[src/rtl/seq_gen_pkg.sv]
// Shared types and sizing helpers for the seq_generator serial transmitter.
package seq_gen_pkg;

    typedef enum logic [1:0] {
        ST_IDLE  = 2'd0,
        ST_SHIFT = 2'd1,
        ST_PAR   = 2'd2,
        ST_GAP   = 2'd3
    } state_e;

    localparam int GAP_CNT_W = 4;

    // bit_cnt indexes the data bit currently on the line (0..width-1).
    function automatic int bit_cnt_width(input int width);
        return (width > 32'sd2) ? $clog2(width) : 32'sd1;
    endfunction

endpackage

[src/rtl/seq_gen_hold.sv]
// One-entry holding register between the valid/ready input and the shifter.
module seq_gen_hold
    import seq_gen_pkg::*;
#(
    parameter int WIDTH = 8
) (
    input  logic             clk,
    input  logic             reset,
    input  logic [WIDTH-1:0] data_i,
    input  logic             valid_i,
    input  logic             load_i,
    output logic             ready_o,
    output logic [WIDTH-1:0] data_o,
    output logic             full_o
);

    logic             full_q, full_d;
    logic [WIDTH-1:0] data_q, data_d;

    // Next-state: the FSM load empties the entry; an accept fills it.
    always_comb begin
        full_d = full_q;
        data_d = data_q;
        if (load_i) begin
            full_d = 1'b0;
        end else if (valid_i && !full_q) begin
            full_d = 1'b1;
            data_d = data_i;
        end else begin
            full_d = full_q;
        end
    end

    // Holding register state.
    always_ff @(posedge clk) begin
        if (reset) begin
            full_q <= 1'b0;
            data_q <= {WIDTH{1'b0}};
        end else begin
            full_q <= full_d;
            data_q <= data_d;
        end
    end

    assign ready_o = ~full_q;
    assign data_o  = data_q;
    assign full_o  = full_q;

endmodule

[src/rtl/seq_generator.sv]
// Framed MSB-first serial transmitter with programmable idle gap.
// Optional even-parity bit per frame when SEQ_GEN_PARITY_EN is defined.
module seq_generator
    import seq_gen_pkg::*;
#(
    parameter int WIDTH = 8,
    parameter int GAP   = 1
) (
    input  logic             clk,
    input  logic             reset,
    input  logic [WIDTH-1:0] data_in,
    input  logic             data_valid,
    output logic             data_ready,
    output logic             out,
    output logic             out_valid,
    output logic             done,
    output logic             busy
);

    localparam int BCW = bit_cnt_width(WIDTH);
    localparam logic [BCW-1:0]       BIT_LAST   = BCW'(WIDTH - 1);
    localparam logic [BCW-1:0]       BIT_PENULT = BCW'(WIDTH - 2);
    localparam logic [GAP_CNT_W-1:0] GAP_LAST   = GAP_CNT_W'((GAP > 32'sd0) ? (GAP - 1) : 0);

    state_e               state_q, state_d;
    logic [WIDTH-1:0]     shift_q, shift_d;
    logic [BCW-1:0]       bit_cnt_q, bit_cnt_d;
    logic [GAP_CNT_W-1:0] gap_cnt_q, gap_cnt_d;
    logic                 out_q, out_d;
    logic                 out_valid_q, out_valid_d;
    logic                 done_q, done_d;
    logic                 seek_s;
    logic                 load_s;
    logic                 hold_full_s;
    logic [WIDTH-1:0]     hold_data_s;
`ifdef SEQ_GEN_PARITY_EN
    logic                 parity_q, parity_d;
`endif

    seq_gen_hold #(.WIDTH(WIDTH)) u_hold (
        .clk     (clk),
        .reset   (reset),
        .data_i  (data_in),
        .valid_i (data_valid),
        .load_i  (load_s),
        .ready_o (data_ready),
        .data_o  (hold_data_s),
        .full_o  (hold_full_s)
    );

    // FSM next-state and next output bit; seek_s marks a frame boundary where a new word may load.
    always_comb begin
        state_d     = state_q;
        shift_d     = shift_q;
        bit_cnt_d   = bit_cnt_q;
        gap_cnt_d   = gap_cnt_q;
        out_d       = 1'b0;
        out_valid_d = 1'b0;
        done_d      = 1'b0;
        seek_s      = 1'b0;
        load_s      = 1'b0;
`ifdef SEQ_GEN_PARITY_EN
        parity_d    = parity_q;
`endif
        case (state_q)
            ST_IDLE: begin
                seek_s = 1'b1;
            end
            ST_SHIFT: begin
                if (bit_cnt_q != BIT_LAST) begin
                    out_d       = shift_q[WIDTH-1];
                    out_valid_d = 1'b1;
                    shift_d     = {shift_q[WIDTH-2:0], 1'b0};
                    bit_cnt_d   = bit_cnt_q + BCW'(1);
`ifdef SEQ_GEN_PARITY_EN
                    done_d      = 1'b0;
`else
                    done_d      = (bit_cnt_q == BIT_PENULT);
`endif
                end else begin
`ifdef SEQ_GEN_PARITY_EN
                    state_d     = ST_PAR;
                    out_d       = parity_q;
                    out_valid_d = 1'b1;
                    done_d      = 1'b1;
`else
                    if (GAP > 32'sd0) begin
                        state_d   = ST_GAP;
                        gap_cnt_d = {GAP_CNT_W{1'b0}};
                    end else begin
                        seek_s    = 1'b1;
                    end
`endif
                end
            end
`ifdef SEQ_GEN_PARITY_EN
            ST_PAR: begin
                if (GAP > 32'sd0) begin
                    state_d   = ST_GAP;
                    gap_cnt_d = {GAP_CNT_W{1'b0}};
                end else begin
                    seek_s    = 1'b1;
                end
            end
`endif
            ST_GAP: begin
                if (gap_cnt_q == GAP_LAST) begin
                    seek_s    = 1'b1;
                end else begin
                    gap_cnt_d = gap_cnt_q + GAP_CNT_W'(1);
                end
            end
            default: begin
                state_d = ST_IDLE;
            end
        endcase

        // A waiting word starts immediately, skipping IDLE, so frames run back to back.
        if (seek_s && hold_full_s) begin
            load_s      = 1'b1;
            state_d     = ST_SHIFT;
            out_d       = hold_data_s[WIDTH-1];
            out_valid_d = 1'b1;
            shift_d     = {hold_data_s[WIDTH-2:0], 1'b0};
            bit_cnt_d   = {BCW{1'b0}};
`ifdef SEQ_GEN_PARITY_EN
            parity_d    = ^hold_data_s;
`endif
        end else if (seek_s) begin
            state_d = ST_IDLE;
        end else begin
            load_s  = 1'b0;
        end
    end

    // State, datapath and output registers.
    always_ff @(posedge clk) begin
        if (reset) begin
            state_q     <= ST_IDLE;
            shift_q     <= {WIDTH{1'b0}};
            bit_cnt_q   <= {BCW{1'b0}};
            gap_cnt_q   <= {GAP_CNT_W{1'b0}};
            out_q       <= 1'b0;
            out_valid_q <= 1'b0;
            done_q      <= 1'b0;
`ifdef SEQ_GEN_PARITY_EN
            parity_q    <= 1'b0;
`endif
        end else begin
            state_q     <= state_d;
            shift_q     <= shift_d;
            bit_cnt_q   <= bit_cnt_d;
            gap_cnt_q   <= gap_cnt_d;
            out_q       <= out_d;
            out_valid_q <= out_valid_d;
            done_q      <= done_d;
`ifdef SEQ_GEN_PARITY_EN
            parity_q    <= parity_d;
`endif
        end
    end

    assign out       = out_q;
    assign out_valid = out_valid_q;
    assign done      = done_q;
    assign busy      = (state_q != ST_IDLE) || hold_full_s;

endmodule

[config.mk]
export PLATFORM = sky130hd
export DESIGN_NAME = seq_generator
export DESIGN_NICKNAME = d
export VERILOG_FILES = /design/src/rtl/seq_gen_pkg.sv /design/src/rtl/seq_gen_hold.sv /design/src/rtl/seq_generator.sv
export SDC_FILE = /design/constraint.sdc
export NUM_CORES = 1
export LEC_CHECK = 0
export BUFFER_PORTS_ARGS = -buffer_cell sky130_fd_sc_hd__buf_4
export CAP_MARGIN = 20
export CORE_MARGIN = 2
export CORE_UTILIZATION = 45
export DETAILED_ROUTE_END_ITERATION = 8
export RECOVER_POWER = 50
export SLEW_MARGIN = 30
export SYNTH_ARGS = -nofsm -noshare
export SYNTH_HDL_FRONTEND = slang
export SYNTH_SLANG_ARGS = --single-unit
[constraint.sdc]
create_clock -name clk -period 2 [get_ports clk]
set_input_delay 0.1 -clock clk [delete_from_list [all_inputs] [get_ports clk]]
set_output_delay 0.1 -clock clk [all_outputs]
set_load 0.02 [all_outputs]
# [Word-level counts from Yosys, hierarchy flattened]
# Index checks and enable logic that the tools add are counted.
[word_totals] reg_bits=28 output_inout_bits=5
[classes] mux=19 add_sub_neg=2 eq_ne=8 bitwise=5 n_reduce_logical=21
[ops] op="two-way mux 8 bit" count=3
[ops] op="two-way mux 1 bit" count=10
[ops] op="AND reduction 2 bit" count=5
[ops] op="two-way mux 4 bit" count=2
[ops] op="case mux 4 bit (2 select lines)" count=1
[ops] op="nonzero test 2 bit" count=4
[ops] op="OR reduction 2 bit" count=3
[ops] op="OR reduction 3 bit" count=2
[ops] op="inverter 1 bit" count=5
[ops] op="adder 4 x 1 -> 4 bit, second input constant" count=1
[ops] op="zero test 4 bit" count=1
[ops] op="inequality test 2 bit, second input constant" count=2
[ops] op="inequality test 4 bit, second input constant" count=1
[ops] op="case mux 2 bit (2 select lines)" count=1
[ops] op="adder 3 x 1 -> 3 bit, second input constant" count=1
[ops] op="equality test 3 bit, second input constant" count=1
[ops] op="inequality test 3 x 1 -> 1 bit, second input constant" count=1
[ops] op="inequality test 3 bit, second input constant" count=1
[ops] op="AND reduction 3 bit" count=1
[ops] op="equality test 2 x 1 -> 1 bit, second input constant" count=1
[ops] op="equality test 2 bit, second input constant" count=1
[ops] op="logical AND 1 bit" count=2
[ops] op="zero test 2 bit" count=1
[ops] op="two-way mux 2 bit" count=1
[ops] op="other kinds (3)" count=3

# [Logic depth before layout (Yosys ltp)]
# Gate-level depths: netlist (run 1).
[depth] ltp_word=7 ltp_mapped=6

# [By module]
# A second synthesis (run 1) with hierarchy kept.
[hier_totals] hier_cells=148 area_unflattened_um2=1453.9
[by_module_without_submodules] module="seq_generator" instances=1 area_per_inst_um2=1052.3 cells_per_inst=109
[by_module_without_submodules] module="seq_gen_hold" instances=1 area_per_inst_um2=401.6 cells_per_inst=39

# [Worst setup path after synthesis (run 1)]
# Ideal clock, no wire load.
[synth_path] path_kind="register -> register" startpoint="reg state_q[0]" endpoint="reg out_q (netlist: out)" slack_ns=0.388 synth_period_minus_slack_ns=1.612 stages_incl_launch_ff=7 arrival_time_ns=1.496 setup_time_ns=0.116 path_cell_list="dfxtp_1 -> inv_1 -> ha_1 -> nand2b_1 -> buf_2 -> a21o_1 -> a41o_1"
[synth_between] elab_chain_len=4
[synth_rtl] item="start, declared" line="seq_generator.sv:25" source="state_e state_q, state_d;"
[synth_rtl] item="start signal, assigned" line="seq_generator.sv:150" source="state_q <= state_d;"
[synth_rtl] item="equality test 2 bit or zero test 2 bit (tied branches)" line="seq_generator.sv:65" source="case (state_q)"
[synth_rtl] item="case mux 1 bit (2 select lines)" line="seq_generator.sv:65"
[synth_rtl] item="logical AND 1 bit" line="seq_generator.sv:119" source="if (seek_s && hold_full_s) begin"
[synth_rtl] item="two-way mux 1 bit (*)" line="seq_generator.sv:119"
[synth_rtl] item="end signal, assigned" line="seq_generator.sv:154" source="out_q <= out_d;"
[synth_rtl] item="end, declared" line="seq_generator.sv:29" source="logic out_q, out_d;"
# Every way passes the cells marked *; elsewhere a longest branch is shown, timed or not.
# A chain may end at the register's enable or synchronous reset.

# [Worst setup path after layout (run 1)]
[layout_path] startpoint="reg state_q[0]" endpoint="reg shift_q[1]"
[layout_between] elab_chain_len=5
[layout_rtl] item="equality test 2 bit or zero test 2 bit (tied branches)" line="seq_generator.sv:65"
[layout_rtl] item="case mux 1 bit (2 select lines)" line="seq_generator.sv:65"
[layout_rtl] item="logical AND 1 bit" line="seq_generator.sv:119"
[layout_rtl] item="nonzero test 2 bit (no source line)"
[layout_rtl] item="AND reduction 2 bit (no source line)"
[layout_rtl] item="end signal, assigned" line="seq_generator.sv:140" source="shift_q <= {WIDTH{1'b0}};"
[layout_rtl] item="end signal, assigned" line="seq_generator.sv:151" source="shift_q <= shift_d;"
[layout_rtl] item="end, declared" line="seq_generator.sv:26" source="logic [WIDTH-1:0] shift_q, shift_d;"
# Several ways; a longest one is shown, not always the timed one.

==> results.cfg, run 1 <==
[status]
status = finished, final reports clean

[synth]
synth_area_sq_mm = 0.001374
synth_common_cells = dfxtp_1, mux2i_1, a211oi_1
synth.distinct_cells = 29
synthTopCellsByArea = dfxtp_1, mux2i_1, ha_1
synthFlopType = dfxtp_1
synth_fp_nets = 162
synth.most_common_cell = dfxtp_1
syn_inst = 142
synth_edf_count = 0
synth-seq-area-share_pct = 40.80
yosys.area.top_type = dfxtp_1
avgSynthCellArea_sq_um = 9.675
ys_warn_count = 0
ys_ff_latch = 28
async_flop_share_pct = 0
netlist.area_leader.share_pct = 40.80

[worst_setup_path]
r2r_cells = 5
path_max_fanout = 9
crit_start = state_q[0]$_SDFFE_PP0P_
rrSetupSlack_ns = 0.18
worst_ep_required_time_ns = 2.27
cp-end-kind = flip-flop
worst_ep_arrival_time_ns = 2.09
r2r_start = state_q[0]$_SDFFE_PP0P_
timing.rr.end = shift_q[1]$_SDFFE_PP0P_
path_class = flip-flop to flip-flop
critPathLaunchType = flip-flop
crit_end = shift_q[1]$_SDFFE_PP0P_

[clocking]
postCtsSetupBuffers = 0
clk_path_buf_depth = 2
worstSkewPairLatency_ns = 0.34
numCtsBuffers = 3
ctsRootBufferMaster = clkbuf_4
cts_tree = yes
hold_buffers = 7
clk_pin_slew_ns = 0.14
cts_max_level = 1
numClockSinks = 28
cts_resized = 0

[timing]
relSlewSlack_pct = 64.19
final_max_slew_viol_count = 0
final-setup-viol-count = 0
fin_skew_ns = 0.01202
hold_viol = 0
rsz0062_at_grt = no
period_minus_slack_ns = 1.821
setup_tns_ns = 0
fmax_ghz = 0.5493
min_period_over_period_pct = 91.03
tightestPinTransition_ns = 0.5372

[floorplan]
die_w_um = 59.26
num_io_pins = 16
rows = 20
core_area_sq_mm = 0.002978
dieArea_sq_mm = 0.003511
start_util_pct = 46.13
die_h_um = 59.26

[routing]
drtPass1Iterations = 4
ant_nets = 0
routed_wl_um = 2633
vias = 1076
drt_iter0_drc = 31
vias_per_cell = 5.546
drcViolationCount = 0
avgRoutedWirePerCell_um = 13.57

[global_route]
antenna_found_initial = 0
grt_pass1_wl_um = 4636
grt_max_degree = 27
grtUsageTotal_pct = 17.17
grt_pass1_vias = 1029
grt_overflow = 0

[hold_path]
holdPathStages = 3
hp-class = primary input to flip-flop

[layout]
drive_above_1_share_pct = 10.56
design_area_sq_mm = 0.001589
layout.nets = 182
diodes = 0
area_growth_pct = 15.66

[power]
power.leakage_nw = 0.6380
powerDensity_mw_per_mm2 = 1053
vdd_drop_max_v = 0.0004371

[placement]
port_buffers = 15
place_area_sq_mm = 0.001489
dp_hpwl_um = 1898
place.gp.congestion = 0.7995

[flow_run]
cap_violations = 0
how the worst min path moves through the flow:
stage,start,endpoint,slack (ns)
floorplan,data_in[0],u_hold.data_o[0]$_SDFFE_PP0P_,0.25
global placement,data_in[6],u_hold.data_o[6]$_SDFFE_PP0P_,0.33
detailed placement,data_in[4],u_hold.data_o[4]$_SDFFE_PP0P_,0.34
CTS,data_in[2],u_hold.data_o[2]$_SDFFE_PP0P_,0.01
global route,data_valid,u_hold.full_o$_SDFFE_PP0P_,0.04
finish,data_in[2],u_hold.data_o[2]$_SDFFE_PP0P_,0.01
state kept, by name, summed over array words and instances (netlist names):
signal         cells
gap_cnt_q          4
u_hold.data_o      8
out_valid          1
shift_q            7
bit_cnt_q          3
state_q            2
u_hold.full_o      1
out                1
done               1
worst max-delay path, cell delays in order (launching register included):
cell	delay, ns
dfxtp_1	0.42
inv_1	0.08
ha_1	0.36
nand2b_1	0.30
a21oi_1	0.39
mux2i_1	0.22
metal layers:
| metal | routed length, um | part of all wire (%) | global-route usage, % | vias up |
|---|---|---|---|---|
| met5 | 0 | 0 | 0 | - |
| met4 | 21 | 0.80 | 6.818 | 0 |
| met3 | 69 | 2.6 | 1.965 | 2 |
| met2 | 1307 | 50 | 29.67 | 16 |
| met1 | 1234 | 47 | 21.63 | 509 |
| li1 | - | - | - | 549 |
power breakdown:
part / switching (mW) / internal (mW)
clock: 0.171 / 0.203
sequential: 0.0626 / 0.650
combinational: 0.339 / 0.247
kinds of logic after synthesis:
kind of cell / count (synthesis) / synth area share (%)
flops: 28 / 40.80
buf+inv: 19 / 6.648
simple gates: 36 / 15.57
compound gates: 32 / 15.76
mux: 17 / 12.39
fa+ha+maj: 9 / 8.197
xor+xnor: 1 / 0.6376
placed cells by master, fill, tap and decap left out:
| cell | count |
|---|---|
| o211ai_1 | 1 |
| and4bb_4 | 1 |
| nor3_1 | 5 |
| xnor2_1 | 1 |
| nand4bb_4 | 1 |
| ha_1 | 9 |
| a21oi_1 | 8 |
| buf_4 | 11 |
| dlygate4sd3_1 | 7 |
| nand2b_1 | 4 |
| a2111oi_0 | 2 |
| clkbuf_1 | 6 |
| or4_1 | 1 |
| nand3_1 | 2 |
| a41o_1 | 1 |
| nand2_1 | 4 |
| dfxtp_1 | 28 |
| bufinv_16 | 1 |
| clkinv_1 | 1 |
| clkbuf_4 | 3 |
| o22ai_1 | 1 |
| nor2_1 | 10 |
| and3_1 | 1 |
| inv_1 | 9 |
| nand4_1 | 3 |
| mux2i_1 | 17 |
| nor2b_1 | 4 |
| o21ai_0 | 4 |
| a211oi_1 | 13 |
| o311a_1 | 1 |
| a21o_1 | 1 |
per-stage QoR:
step | utilization [%] | hold WS, ns | power (mW) | setup WS, ns | instances
final | 53.36 | 0.01193 | 1.673 | 0.1794 | 194
after global routing | 53.36 | 0.04151 | 1.776 | 0.005450 | 194
after CTS | 54.12 | 0.009800 | 1.706 | 0.1793 | 194
after detailed placement | 50.00 | 0.3423 | 1.319 | 0.2207 | 183
after global placement | 50.00 | 0.3342 | 1.300 | 0.2714 | 183
after floorplan | - | 0.2472 | 1.169 | 0.3879 | 142
cell type report:
cell class / count / area [sq um]
sequential: 28 / 560.5
inverter: 10 / 37.54
fill: 286 / 1389
clock buffer: 3 / 22.52
tap: 33 / 41.29
timing repair buffer: 24 / 175.2
multi-input combinational: 95 / 721.9
clock inverter: 1 / 30.03
(Power assumes the default switching activity.)
==> run 2, diff against run 1 <==
--- a/config.mk
+++ b/config.mk
@@ -7,9 +7,12 @@
 export LEC_CHECK = 0
 export BUFFER_PORTS_ARGS = -buffer_cell sky130_fd_sc_hd__buf_4
 export CAP_MARGIN = 20
+export CELL_PAD_IN_SITES_DETAIL_PLACEMENT = 1
+export CELL_PAD_IN_SITES_GLOBAL_PLACEMENT = 1
 export CORE_MARGIN = 2
-export CORE_UTILIZATION = 45
+export CORE_UTILIZATION = 44
 export DETAILED_ROUTE_END_ITERATION = 8
+export PLACE_DENSITY = 0.87
 export RECOVER_POWER = 50
 export SLEW_MARGIN = 30
 export SYNTH_ARGS = -nofsm -noshare
==> results.cfg, run 2 (synthesized netlist as in run 1, its figures left out) <==
[timing]
relSlewSlack_pct = 64.80
final_max_slew_viol_count = 0
period_minus_slack_ns = 1.839
setup_tns_ns = 0
rsz0062_at_grt = no
final-setup-viol-count = 0
hold_viol = 0
fmax_ghz = 0.5437
fin_ws_ns = 0.1607
tightestPinTransition_ns = 0.5280
fin_skew_ns = 0.007679
min_period_over_period_pct = 91.96

[clocking]
cts_max_level = 1
cts_tree = yes
clk_pin_slew_ns = 0.16
postCtsSetupBuffers = 0
numClockSinks = 28
clk_path_buf_depth = 2
worstSkewPairLatency_ns = 0.34
ctsRootBufferMaster = clkbuf_4
numCtsBuffers = 3

[worst_setup_path]
critPathLaunchType = flip-flop
path_delay_family = compound AO/OA/AOI/OAI gates
cp_cell_sequence = inv_1, ha_1, nand2b_2, a21o_1, a41o_1
cp-end-kind = flip-flop
path_max_fanout = 9
worst_ep_required_time_ns = 2.25
crit_buf_inv = 1
max_stage_delay_ns = 0.43
cp_slowest_cell = dfxtp_1
worst_ep_arrival_time_ns = 2.09
path_class = flip-flop to flip-flop

[routing]
vias_per_cell = 5.749
routed_wl_um = 3173
drtPass1Iterations = 4
drt_iter0_drc = 37
vias = 1098
drcViolationCount = 0
avgRoutedWirePerCell_um = 16.61
ant_nets = 0

[global_route]
antenna_found_initial = 0
grt_pass1_wl_um = 5444
grt_max_degree = 27
grt_pass1_vias = 1155
grt_overflow = 0
grtUsageTotal_pct = 20.54

[layout]
nFillCells = 350
diodes = 0
largest_register_ff_count = 8
drive_above_1_share_pct = 12.03
layout.nets = 179
mostFrequentLayoutCell = dfxtp_1
design_area_sq_mm = 0.001567
multi_input_area_sq_um = 729.5
register_area_sq_um = 560.5
area_growth_pct = 14.03
mostFrequentLayoutCells = dfxtp_1, mux2i_1, a211oi_1
fin_cells = 191

[floorplan]
die_w_um = 59.88
core_area_sq_mm = 0.003003
die_h_um = 59.88
start_util_pct = 45.75
rows = 20
num_io_pins = 16
dieArea_sq_mm = 0.003585

[flow_run]
cap_violations = 0

[placement]
dp_hpwl_um = 2282
pre_cts_ws_ns = 0.2089
port_buffers = 15
place_area_sq_mm = 0.001489
dp_cells = 183
place.gp.congestion = 0.8275

[power]
powerDensity_mw_per_mm2 = 1096
vdd_drop_max_v = 0.0004583
finalPower_mw = 1.716
power.leakage_nw = 0.6254

[status]
status = finished, final reports clean

[hold_path]
hp-class = primary input to flip-flop
[run 2: cell count changes in the layout (fill, tap and decap cells not counted), sizes merged]
cell / delta
dlygate4sd3: -3
[run 2: repair_timing]
| item | CTS | global route |
|---|---|---|
| gates resized for setup | 0 | 3 |
| hold buffers | 4 | 0 |
| setup endpoints to repair | 0 | 2 |
| endpoints found under the hold margin | 4 | 0 |
[run 2: worst register-to-register path: stages (launching register included)]
cell and delay (ns):
dfxtp_1 0.43, inv_1 0.08, ha_1 0.38, nand2b_2 0.30
a21o_1 0.29, a41o_1 0.26
[run 2: routing by layer]
layer | vias to the layer above | global-route usage [%] | wire [um]
met5 | - | 0 | 0
met4 | 0 | 9.206 | 50
met3 | 5 | 2.165 | 71
met2 | 19 | 37.73 | 1615
met1 | 533 | 23.57 | 1435
li1 | 541 | - | -
[run 2: where the power goes]
part	switching (mW)	internal, mW
Sequential	0.0671	0.650
Clock	0.179	0.203
Combinational	0.366	0.251
[run 2: layout make-up]
class	instances	share of cell area, %
flip-flops and latches	28	35.78
clock inverters	1	1.917
well taps	33	2.636
inverters	10	2.396
multi-input cells	95	46.57
repair buffers	21	9.265
clock buffers	3	1.438
[run 2: final timing paths]
check / from / endpoint / slack (ns) / cells past startpoint
setup reg to reg: state_q[0]$_SDFFE_PP0P_ / out$_SDFF_PP0_ / 0.16 / 5
hold reg to reg: bit_cnt_q[2]$_SDFFE_PP0P_ / done$_SDFF_PP0_ / 0.47 / 2
setup / recovery: state_q[0]$_SDFFE_PP0P_ / out$_SDFF_PP0_ / 0.16 / 5
hold / removal: data_in[7] / u_hold.data_o[7]$_SDFFE_PP0P_ / 0.003 / 3
[run 2: metrics by stage]
stage               hold WS [ns]  util, %
floorplan                 0.2472        -
global placement          0.3339    49.58
detailed placement        0.3485    49.58
CTS                     0.004547    52.67
global route            0.007495    52.17
finish                  0.003114    52.17
